### src/rtl/uart_rx_fifo.sv
// ---------------------------------------------------------------------------
// uart_rx_fifo
//   Receive-side byte buffer placed directly behind the UART core. Each rising
//   edge of rx_done captures one byte into a DEPTH-entry circular FIFO. The host
//   reads through a first-word-fall-through valid/ready port. A sticky overflow
//   flag records dropped bytes. An almost_full flag supports flow control.
//
// Ports
//   clk          in   system clock (shared with the UART core)
//   reset        in   asynchronous, active-low reset
//   rx_data      in   [7:0] received byte, stable while rx_done is high
//   rx_done      in   byte-complete strobe, may stay high for several clocks
//   rd_ready     in   host accepts rd_data this cycle
//   ovf_clr      in   synchronous clear of the sticky overflow flag
//   rd_valid     out  FIFO non-empty, rd_data is valid
//   rd_data      out  [7:0] head-of-FIFO byte, 8'h00 when empty
//   count        out  [ADDR_W:0] number of stored entries, 0..DEPTH
//   full         out  count == DEPTH
//   almost_full  out  count >= AFULL
//   overflow     out  sticky: a byte was dropped because the FIFO was full
// ---------------------------------------------------------------------------
module uart_rx_fifo #(
  parameter int DEPTH  = 16,
  parameter int ADDR_W = 4,
  parameter int AFULL  = 12
) (
  input  logic              clk,
  input  logic              reset,
  input  logic [7:0]        rx_data,
  input  logic              rx_done,
  input  logic              rd_ready,
  input  logic              ovf_clr,
  output logic              rd_valid,
  output logic [7:0]        rd_data,
  output logic [ADDR_W:0]   count,
  output logic              full,
  output logic              almost_full,
  output logic              overflow
);

  localparam logic [ADDR_W:0] AFULL_C = (ADDR_W + 1)'(AFULL);

  // Pointers carry one extra wrap bit. This lets full and empty be told apart.
  logic [ADDR_W:0] wr_ptr_q, wr_ptr_d;
  logic [ADDR_W:0] rd_ptr_q, rd_ptr_d;
  logic            rx_done_q;
  logic            overflow_q, overflow_d;
  logic [7:0]      mem_q [DEPTH];

  logic            empty_s;
  logic            full_s;
  logic            push_s;
  logic            pop_s;
  logic            wr_en_s;
  logic            drop_s;
  logic [ADDR_W:0] count_s;

  // Status decode from the registered pointers.
  always_comb begin
    empty_s = (wr_ptr_q == rd_ptr_q);
    full_s  = (wr_ptr_q[ADDR_W-1:0] == rd_ptr_q[ADDR_W-1:0]) &&
              (wr_ptr_q[ADDR_W] != rd_ptr_q[ADDR_W]);
    count_s = wr_ptr_q - rd_ptr_q;
  end

  // Handshake decode. When the FIFO is full, a pop in the same cycle frees the slot the push needs.
  always_comb begin
    push_s  = rx_done & ~rx_done_q;
    pop_s   = ~empty_s & rd_ready;
    wr_en_s = push_s & (~full_s | pop_s);
    drop_s  = push_s & full_s & ~pop_s;
  end

  // Next-state for pointers and the sticky overflow flag. A drop has priority over a clear.
  always_comb begin
    wr_ptr_d   = wr_ptr_q;
    rd_ptr_d   = rd_ptr_q;
    overflow_d = overflow_q;
    if (wr_en_s) begin
      wr_ptr_d = wr_ptr_q + {{ADDR_W{1'b0}}, 1'b1};
    end else begin
      wr_ptr_d = wr_ptr_q;
    end
    if (pop_s) begin
      rd_ptr_d = rd_ptr_q + {{ADDR_W{1'b0}}, 1'b1};
    end else begin
      rd_ptr_d = rd_ptr_q;
    end
    if (drop_s) begin
      overflow_d = 1'b1;
    end else if (ovf_clr) begin
      overflow_d = 1'b0;
    end else begin
      overflow_d = overflow_q;
    end
  end

  // Control state registers. Reset discards all stored bytes at once.
  always_ff @(posedge clk or negedge reset) begin
    if (!reset) begin
      wr_ptr_q   <= '0;
      rd_ptr_q   <= '0;
      rx_done_q  <= 1'b0;
      overflow_q <= 1'b0;
    end else begin
      wr_ptr_q   <= wr_ptr_d;
      rd_ptr_q   <= rd_ptr_d;
      rx_done_q  <= rx_done;
      overflow_q <= overflow_d;
    end
  end

  // Storage array. It has no reset, because a slot is read only after it has been written.
  always_ff @(posedge clk) begin
    if (wr_en_s) begin
      mem_q[wr_ptr_q[ADDR_W-1:0]] <= rx_data;
    end
  end

  // Output drive. The read port is first-word-fall-through, and the head byte is masked to zero when empty.
  always_comb begin
    rd_valid    = ~empty_s;
    count       = count_s;
    full        = full_s;
    almost_full = (count_s >= AFULL_C);
    overflow    = overflow_q;
    if (!empty_s) begin
      rd_data = mem_q[rd_ptr_q[ADDR_W-1:0]];
    end else begin
      rd_data = 8'h00;
    end
  end

endmodule

### config.mk
export PLATFORM = sky130hd
export DESIGN_NAME = uart_rx_fifo
export DESIGN_NICKNAME = d
export VERILOG_FILES = /design/src/rtl/uart_rx_fifo.sv
export SDC_FILE = /design/constraint.sdc
export NUM_CORES = 1
export LEC_CHECK = 0
export BUFFER_PORTS_ARGS = -buffer_cell sky130_fd_sc_hd__buf_2
export CORE_MARGIN = 2
export CORE_UTILIZATION = 30
export DETAILED_ROUTE_END_ITERATION = 12
export GPL_TIMING_DRIVEN = 0
export PLACE_DENSITY = 0.59
export SYNTH_ARGS = -nofsm -noshare
export SYNTH_HDL_FRONTEND = slang
export SYNTH_SLANG_ARGS = --single-unit
### constraint.sdc
create_clock -name clk -period 2.9 [get_ports clk]
set_input_delay 0.29 -clock clk [delete_from_list [all_inputs] [get_ports clk]]
set_output_delay 0.29 -clock clk [all_outputs]
set_load 0.005 [all_outputs]
==> results of run 1 <==
[through the flow]
step	setup TNS (ns)	hold WS, ns	cells
2_1_floorplan	-2.71	-0.00559	297
3_3_place_gp	-101.18	0.175	560
3_5_place_dp	-101.96	0.186	560
4_1_cts	0	0.0511	605
5_1_grt	-1.81	0.0672	605
6_report	-0.0208	0.0672	605
[cells by family (layout without fill, tap and decap cells)]
| group | after synthesis | after routing | share of synthesized area [%] |
|---|---|---|---|
| AO/OA/AOI/OAI | 27 | 27 | 2.72 |
| flip-flops | 140 | 140 | 72.7 |
| multiplexers | 47 | 47 | 15.4 |
| XOR/XNOR | 12 | 12 | 1.84 |
| buffers and inverters | 23 | 97 | 1.91 |
| AND/OR/NAND/NOR | 38 | 38 | 3.12 |
| adder cells (fa/ha/maj) | 10 | 10 | 2.33 |
[state kept, by name, indices dropped and copies added, names as in the netlist]
signal	flops
rd_ptr_q	5
wr_ptr_q	5
mem_q	128
rx_done_q	1
overflow	1
[cell usage after synthesis, drive strengths merged]
library cell / count
a21o: 1
a21oi: 10
a311o: 1
a31o: 1
a31oi: 1
and2: 2
and4: 1
buf: 11
clkbuf: 2
dfrtp: 12
edfxtp: 128
fa: 1
ha: 9
inv: 10
mux2: 7
mux2i: 8
mux4: 32
nand2: 11
nand2b: 3
nand4: 3
nor2: 12
nor2b: 1
nor3: 4
o21a: 1
o21ai: 10
o221ai: 1
o22ai: 1
or3: 1
xnor2: 8
xor2: 4
[final cells by class]
class                   count  area, sq um  area share, %
well taps                 234          293           4.11
flip-flops and latches    140         4140           58.1
repair buffers             45          345           4.84
clock inverters            14          193           2.70
inverters                  10         40.0          0.562
multi-input cells         134         1600           22.5
plain buffers              11         86.3           1.21
clock buffers              17          425           5.97
[power groups by stage]
stage          Sequential [mW]  Clock (mW)  Combinational [mW]
2_1_floorplan             2.47           0                1.60
3_3_place_gp              2.49           0                2.32
3_5_place_dp              2.50           0                2.37
4_1_cts                   2.48        2.29                2.57
5_1_grt                   2.50        2.37                2.79
6_report                  2.48        2.26                2.56
[path summary, 6_finish.rpt]
kind / slack, ns / end / cells past startpoint
max in group asynchronous: 2.41 / rd_ptr_q[4] / 2
min in group asynchronous: 0.27 / wr_ptr_q[3] / 2
max: -0.007 / mem_q[0][0] / 9
min: 0.07 / overflow / 2
max reg2reg: -0.007 / mem_q[0][0] / 9
min reg2reg: 0.53 / overflow / 2
[routing by layer]
metal  track usage, %  wire length, um  vias up
met5                0                0        -
met1             16.7             5350     1540
met3             4.08              617       15
li1                 -                -     1306
met4             4.79              183        0
met2             19.6             5700       87
[repair_timing]
item / 4_1_cts / 5_1_grt
resized for setup: 39 / 3
setup buffers: 14 / 0
pin swaps: 8 / 0
hold buffers: 2 / 0
endpoints found under the setup margin: 142 / 80
hold endpoints to repair: 13 / 0
==> impl_results.md, run 1 <==
- Critical path arrival: 3.04 ns
- WL final: 11.8 mm
- Critical-path cell list: buf_4, buf_6, inv_4, ha_1, and4_2, a31oi_2, nand2_2, nor3_4, buf_4
- N_diodes: 0
- Worst Max-Slew Pin Slew: 0.765 ns
- Final core occ: 38.1%
- CTS buffer count: 17
- Status: finished, violations left
- First-pass GRT wire length: 18.2 mm
- Layout Nets: 382
- Buf/Inv on CP: 4
- Most frequent cells in the layout: edfxtp_1 (128), mux4_2 (32), buf_2 (31)
- Fraction of layout cells with a size suffix above 1: about two fifths
- Initial Util: 30.5%
- Seq pwr share: about a third
- Final Max Tran Viols: 0
- Worst setup path class: register to register
- DRC Markers: 0
- Detailed-route via count: 2,948
- Worst Hold Class: primary input to register
- Post-DP Area: roughly 6000 sq um
- Critical path required time: 3.03 ns
- DIE HEIGHT: 142 um
- Largest net degree at the start of global routing: 17
- Yosys cell types: 35
- Failing checks: setup timing
- Seq cells post-synth: 140
- Overall Global Routing Usage: 12.7%
- Commonest non-fill, non-tap cell in the layout: edfxtp_1
- Total core area: 18,700 sq um
- Clock Skew: 0.00544 ns
- Area grow syn2layout: 25.0%
- Clock slew at reported path FFs: 0.06 ns
- Grt total ovfl: 0
- Worst reg2reg startpoint: rd_ptr_q[3]
- Sw Ratio: 31.2%
- H-tree levels: 4
- I/O pins: 30
- Period utilization: 100%
- Hold Fails Final Rpt: 0
- P_int: 5.02 mW
- Area of the mapped netlist: ~5700 sq um
- CTS Sinks: 140
- Iteration-0 DRC Markers: 310
- Max FO, Critical Path: 10
- Crit path capture type: register
- Final WS setup: -0.00694 ns
- Die width: 142 um
- FMAX: 344 MHz
- GPL Wtd Cong: 0.730
- CP Launch Type: register
- Synth area leaders: edfxtp_1 (67%), mux4_2 (13%), dfrtp_1 (5.3%)
- Fill cell count: around 1,700
- Seq/Total Area, Yosys: 72.7%
- CTS tree: built
- DP HPWL: 7.65 mm
- Vias/cell: 4.87
- Yosys warning count: 0
- Die area: a little over 20,000 sq um
- Max incr delay on CP: 0.44 ns
- Wire length per cell: approximately 20 um
- Min Tclk post-route: slightly below 3 ns
- Finish-stage setup viols: 4
- Total nets after synthesis: 320
- MaxCap Viol Count: 0
- Std cell rows: 50
- Comb pwr share: 35.1%
- Clock power share: approximately 31%
- Vias in the first global route: 3,154
- Tot Pwr: 7.29 mW
- Post-route cell area: between 7000 and 8000 sq um
- Clock root buffer master: clkbuf_16
- CP Launch Point: rd_ptr_q[3]
- Synth Instances: ~300
- Max-slew headroom: approximately 49%
- Maximum vdd drop: 0.516 mV
- Yosys top cell area share: about two thirds
- Clock insertion delay at the later pin of the skew report: 0.42 ns
- Buffers added on ports: 29
- Clock buffer depth: 2
- Slowest stage cell, crit path: a31oi_2
- Worst Hold Launch: ovf_clr
- P per Cell Area: 1020 nW/um^2
- Largest area contributor in the netlist: edfxtp_1
- Worst slack at placement: -0.928 ns
- Most used cell, CP: buf_4
- Final ANT Viol Nets: 0
- TritonRoute pass-1 iters: 4
- Static Leak: 2.41 nW
- Cell family with most CP delay: simple AND/OR/NAND/NOR gates
- Synth Area per Inst: approximately 19 sq um
- Switch Pwr: roughly 2.3 mW
- Initial antenna violation count: 0
- RSZ-0062 raised after global routing: true
No activity file was read; power rests on OpenSTA's default activity.
==> run 2: changes to the inputs <==
Settings changed: ABC_AREA set to 1, CORE_MARGIN 2 to 3, PLACE_DENSITY 0.59 to 0.58.
==> run 2 against run 1 <==
The flow now finishes without violations. Non-clock buffer count down 2. Clock-buffer cell count up 1. Clock power up 2%. Die area up 15%. Sequential power about the same. Cell count up 61%. Global-route usage up 0.74 points. Maximum frequency up 2.7%. Sequential share of layout area down 3.4 points. Via count up 46%. Highest routed layer unchanged.
==> impl_results.md, run 2 <==
- Status: complete, no violations (was finished, violations left)
- Comb pwr share: 38.3% (was 35.1%)
- Area grow syn2layout: 18.3% (was 25.0%)
- Reg2Reg Depth: 12 (was 9)
- Async SR Flop Fraction: 8.57% (unchanged)
- Finish-stage setup viols: 0 (was 4)
- Clock power share: 29.9% (was 31.0%)
- Max FO, Critical Path: 10 (unchanged)
- Total nets after synthesis: 665 (was 320)
- Vias in the first global route: 4,247 (was 3,154)
- CTS tree: built (unchanged)
- Clock slew at reported path FFs: 0.06 ns (about the same)
- Worst Hold Class: primary input to register (unchanged)
- Sw Ratio: 36.5% (was 31.2%)
- Die width: 152 um (was 142 um)
- Tot Pwr: 7.72 mW (was 7.29 mW)
- DP HPWL: 10.2 mm (was 7.65 mm)
- Synth cell count leaders: nand2_1 (232), edfxtp_1 (128), inv_1 (100), nand3_1 (72), nor2_1 (19) (was edfxtp_1 (128), mux4_2 (32), dfrtp_1 (12), nor2_1 (12), nand2_1 (11))
- Final ANT Viol Nets: 0 (unchanged)
- Crit path capture type: output port (was register)
- Placed Cells: 941 (was 560)
- RSZ-0062 raised after global routing: true (unchanged)
- Critical path required time: 2.61 ns (was 3.03 ns)
- Commonest non-fill, non-tap cell in the layout: nand2_1 (was edfxtp_1)
- MaxCap Viol Count: 0 (unchanged)
- Hold path depth: 2 (unchanged)
- Slowest stage cell, crit path: dfrtp_1 (was a31oi_2)
- I/O pins: 30 (unchanged)
- Worst Max-Slew Pin Slew: 0.814 ns (was 0.765 ns)
- WHS: 0.0687 ns (was 0.0672 ns)
- Worst Hold Launch: ovf_clr (unchanged)
- Yosys cell types: 27 (was 35)
- Initial antenna violation count: 0 (unchanged)
- Area of the mapped netlist: 6400 sq um (was 5700 sq um)
- Buffers added on ports: 29 (unchanged)
- Initial Util: 31.1% (was 30.5%)
- R2R Setup Slk: 0.08 ns (was -0.007 ns)
- Critical path arrival: 2.54 ns (was 3.04 ns)
- DIE HEIGHT: 152 um (was 142 um)
- Largest area contributor in the netlist: edfxtp_1 (unchanged)
- Clock root buffer master: clkbuf_16 (unchanged)
- Setup Buffers After CTS: 0 (was 14)
- Iteration-0 DRC Markers: 319 (was 310)
- Seq cells post-synth: 140 (unchanged)
- Vias/cell: 4.41 (was 4.87)
- CTS Sinks: 140 (unchanged)
- Largest net degree at the start of global routing: 17 (unchanged)
- H-tree levels: 4 (unchanged)
- Min Tclk post-route: 2.83 ns (was 2.91 ns)
- Maximum vdd drop: 0.533 mV (was 0.516 mV)
- WL final: 15.2 mm (was 11.8 mm)
- Footprint of the multi-input gates: 1760 sq um (was 1600 sq um)
- Seq pwr share: 31.8% (was 34.0%)
- Clock insertion delay at the later pin of the skew report: 0.42 ns (about the same)
- TritonRoute pass-1 iters: 5 (was 4)
- Hold Fails Final Rpt: 0 (unchanged)
- P per Cell Area: 1020 nW/um^2 (about the same)
- P_int: 4.90 mW (was 5.02 mW)
- Critical-path cell list: buf_2, inv_2, ha_1, nand2_1, nor2_2, nand2_1, inv_4, a21oi_1, buf_2 (was buf_4, buf_6, inv_4, ha_1, and4_2, a31oi_2, nand2_2, nor3_4, buf_4)
- Worst slack at placement: -0.0610 ns (was -0.928 ns)
- Die area: 23,100 sq um (was 20,100 sq um)
- Synth Area per Inst: 9.98 sq um (was 19.2 sq um)
- Grt total ovfl: 0 (unchanged)
- Most frequent cells in the layout: nand2_1 (232), edfxtp_1 (128), inv_1 (99) (was edfxtp_1 (128), mux4_2 (32), buf_2 (31))
- Yosys warning count: 0 (unchanged)
- GPL Wtd Cong: 0.813 (was 0.730)
- Post-synth EDFFs: 128 (unchanged)
- Post-DP Area: 6890 sq um (was 6160 sq um)
- Wire length per cell: 15.6 um (was 19.6 um)
- CP Launch Type: register (unchanged)
- Post-route cell area: 7580 sq um (was 7130 sq um)
- CTS buffer count: 17 (unchanged)
- Final WS setup: 0.0689 ns (was -0.00694 ns)
- Overall Global Routing Usage: 13.4% (was 12.7%)
- Layout Nets: 714 (was 382)
- Fill cell count: 2,056 (was 1,670)
- Top-count cell post-synth: nand2_1 (was edfxtp_1)
- Static Leak: 3.30 nW (was 2.41 nW)
- Synth area leaders: edfxtp_1 (60%), nand2_1 (14%), inv_1 (5.9%) (was edfxtp_1 (67%), mux4_2 (13%), dfrtp_1 (5.3%))
- Ys flop type: edfxtp_1 (unchanged)
- Seq/Total Area, Yosys: 64.7% (was 72.7%)
- Fraction of layout cells with a size suffix above 1: 15.3% (was 38.8%)
- Yosys top cell area share: 60.0% (was 67.4%)
- Synth Instances: 642 (was 297)
- Switch Pwr: 2.82 mW (was 2.28 mW)
- Detailed-route via count: 4,300 (was 2,948)
- Final Non-Filler Cells: 974 (was 605)
- Hold-critical path endpoint: overflow (unchanged)
- Period utilization: 97.6% (was 100%)
- Max FFs per register: 128 (unchanged)
- Max-slew headroom: 45.5% (was 49.0%)
- First-pass GRT wire length: 23.5 mm (was 18.2 mm)
- Worst reg2reg startpoint: rd_ptr_q[2] (was rd_ptr_q[3])
- Total core area: 20,600 sq um (was 18,700 sq um)
- Final Max Tran Viols: 0 (unchanged)
- Clock Skew: 0.00635 ns (was 0.00544 ns)
- Worst setup path class: register to output port (was register to register)
- N_diodes: 0 (unchanged)
- Max incr delay on CP: 0.39 ns (was 0.44 ns)
- Std cell rows: 52 (was 50)
- DRC Markers: 0 (unchanged)
- Clock buffer depth: 2 (unchanged)
- FMAX: 353 MHz (was 344 MHz)
- RR Endpoint: mem_q[13][4] (was mem_q[0][0])
- FF/Latch Area: 4140 sq um (unchanged)
run 2: worst max-delay path: cells and delay by family, from the launching register on:
kind | cells | cell delay (ns)
simple gates | 3 | 0.36
compound gates | 1 | 0.28
flops | 1 | 0.39
fa+ha+maj | 1 | 0.37
buf+inv | 4 | 0.70
run 2: layout make-up:
class,count,area share [%]
tap,270,4.46
sequential,140,54.7
buffer,23,1.78
clock buffer,18,5.66
inverter,106,5.32
timing repair buffer,31,2.18
multi-input combinational,372,23.3
clock inverter,14,2.64
run 2: how the worst max path moves through the flow:
stage	start	end	depth (start not counted)	slack [ns]
floorplan	rd_ptr_q[3]	mem_q[11][0]	12	0.53
global placement	rd_ptr_q[1]	mem_q[3][3]	13	-0.05
detailed placement	rd_ptr_q[1]	mem_q[3][3]	13	-0.06
CTS	rd_ptr_q[1]	rd_data[7]	10	0.002
global route	rd_ptr_q[2]	mem_q[14][5]	12	-0.09
finish	rd_ptr_q[2]	rd_data[3]	9	0.07
run 2: logic make-up after synthesis:
logic type / Yosys count / share of synthesized area [%]
AND/OR/NAND/NOR: 334 / 21.8
flip-flops: 140 / 64.7
buffers and inverters: 130 / 8.32
AO/OA/AOI/OAI: 17 / 1.48
XOR/XNOR: 11 / 1.62
adder cells (fa/ha/maj): 10 / 2.07
run 2: metrics by stage:
step	TNS, ns	utilization [%]
global placement	-1.49	33.4
global route	-3.06	36.7
floorplan	0	-
finish	0	36.7
detailed placement	-3.00	33.4
CTS	0	36.5
run 2: what timing repair did:
item / in CTS / in global routing
hold buffers: 2 / 0
gates resized for setup: 1 / 15
setup endpoints to repair: 110 / 128
endpoints found under the hold margin: 13 / 0
run 2: power groups by stage:
stage	combinational [mW]	clock, mW	sequential (mW)
final	2.96	2.31	2.46
after CTS	2.93	2.35	2.46
after global placement	2.89	0	2.50
after floorplan	1.89	0	2.47
after detailed placement	2.92	0	2.50
after global routing	3.31	2.44	2.48
run 2: layer usage:
layer / share of wire (%) / up-vias / GRT usage (%)
met3: 5.2 / 23 / 3.33
met1: 44 / 2028 / 17.0
met4: 1.8 / 0 / 5.39
met5: 0 / - / 0
li1: - / 2145 / -
met2: 49 / 104 / 22.0
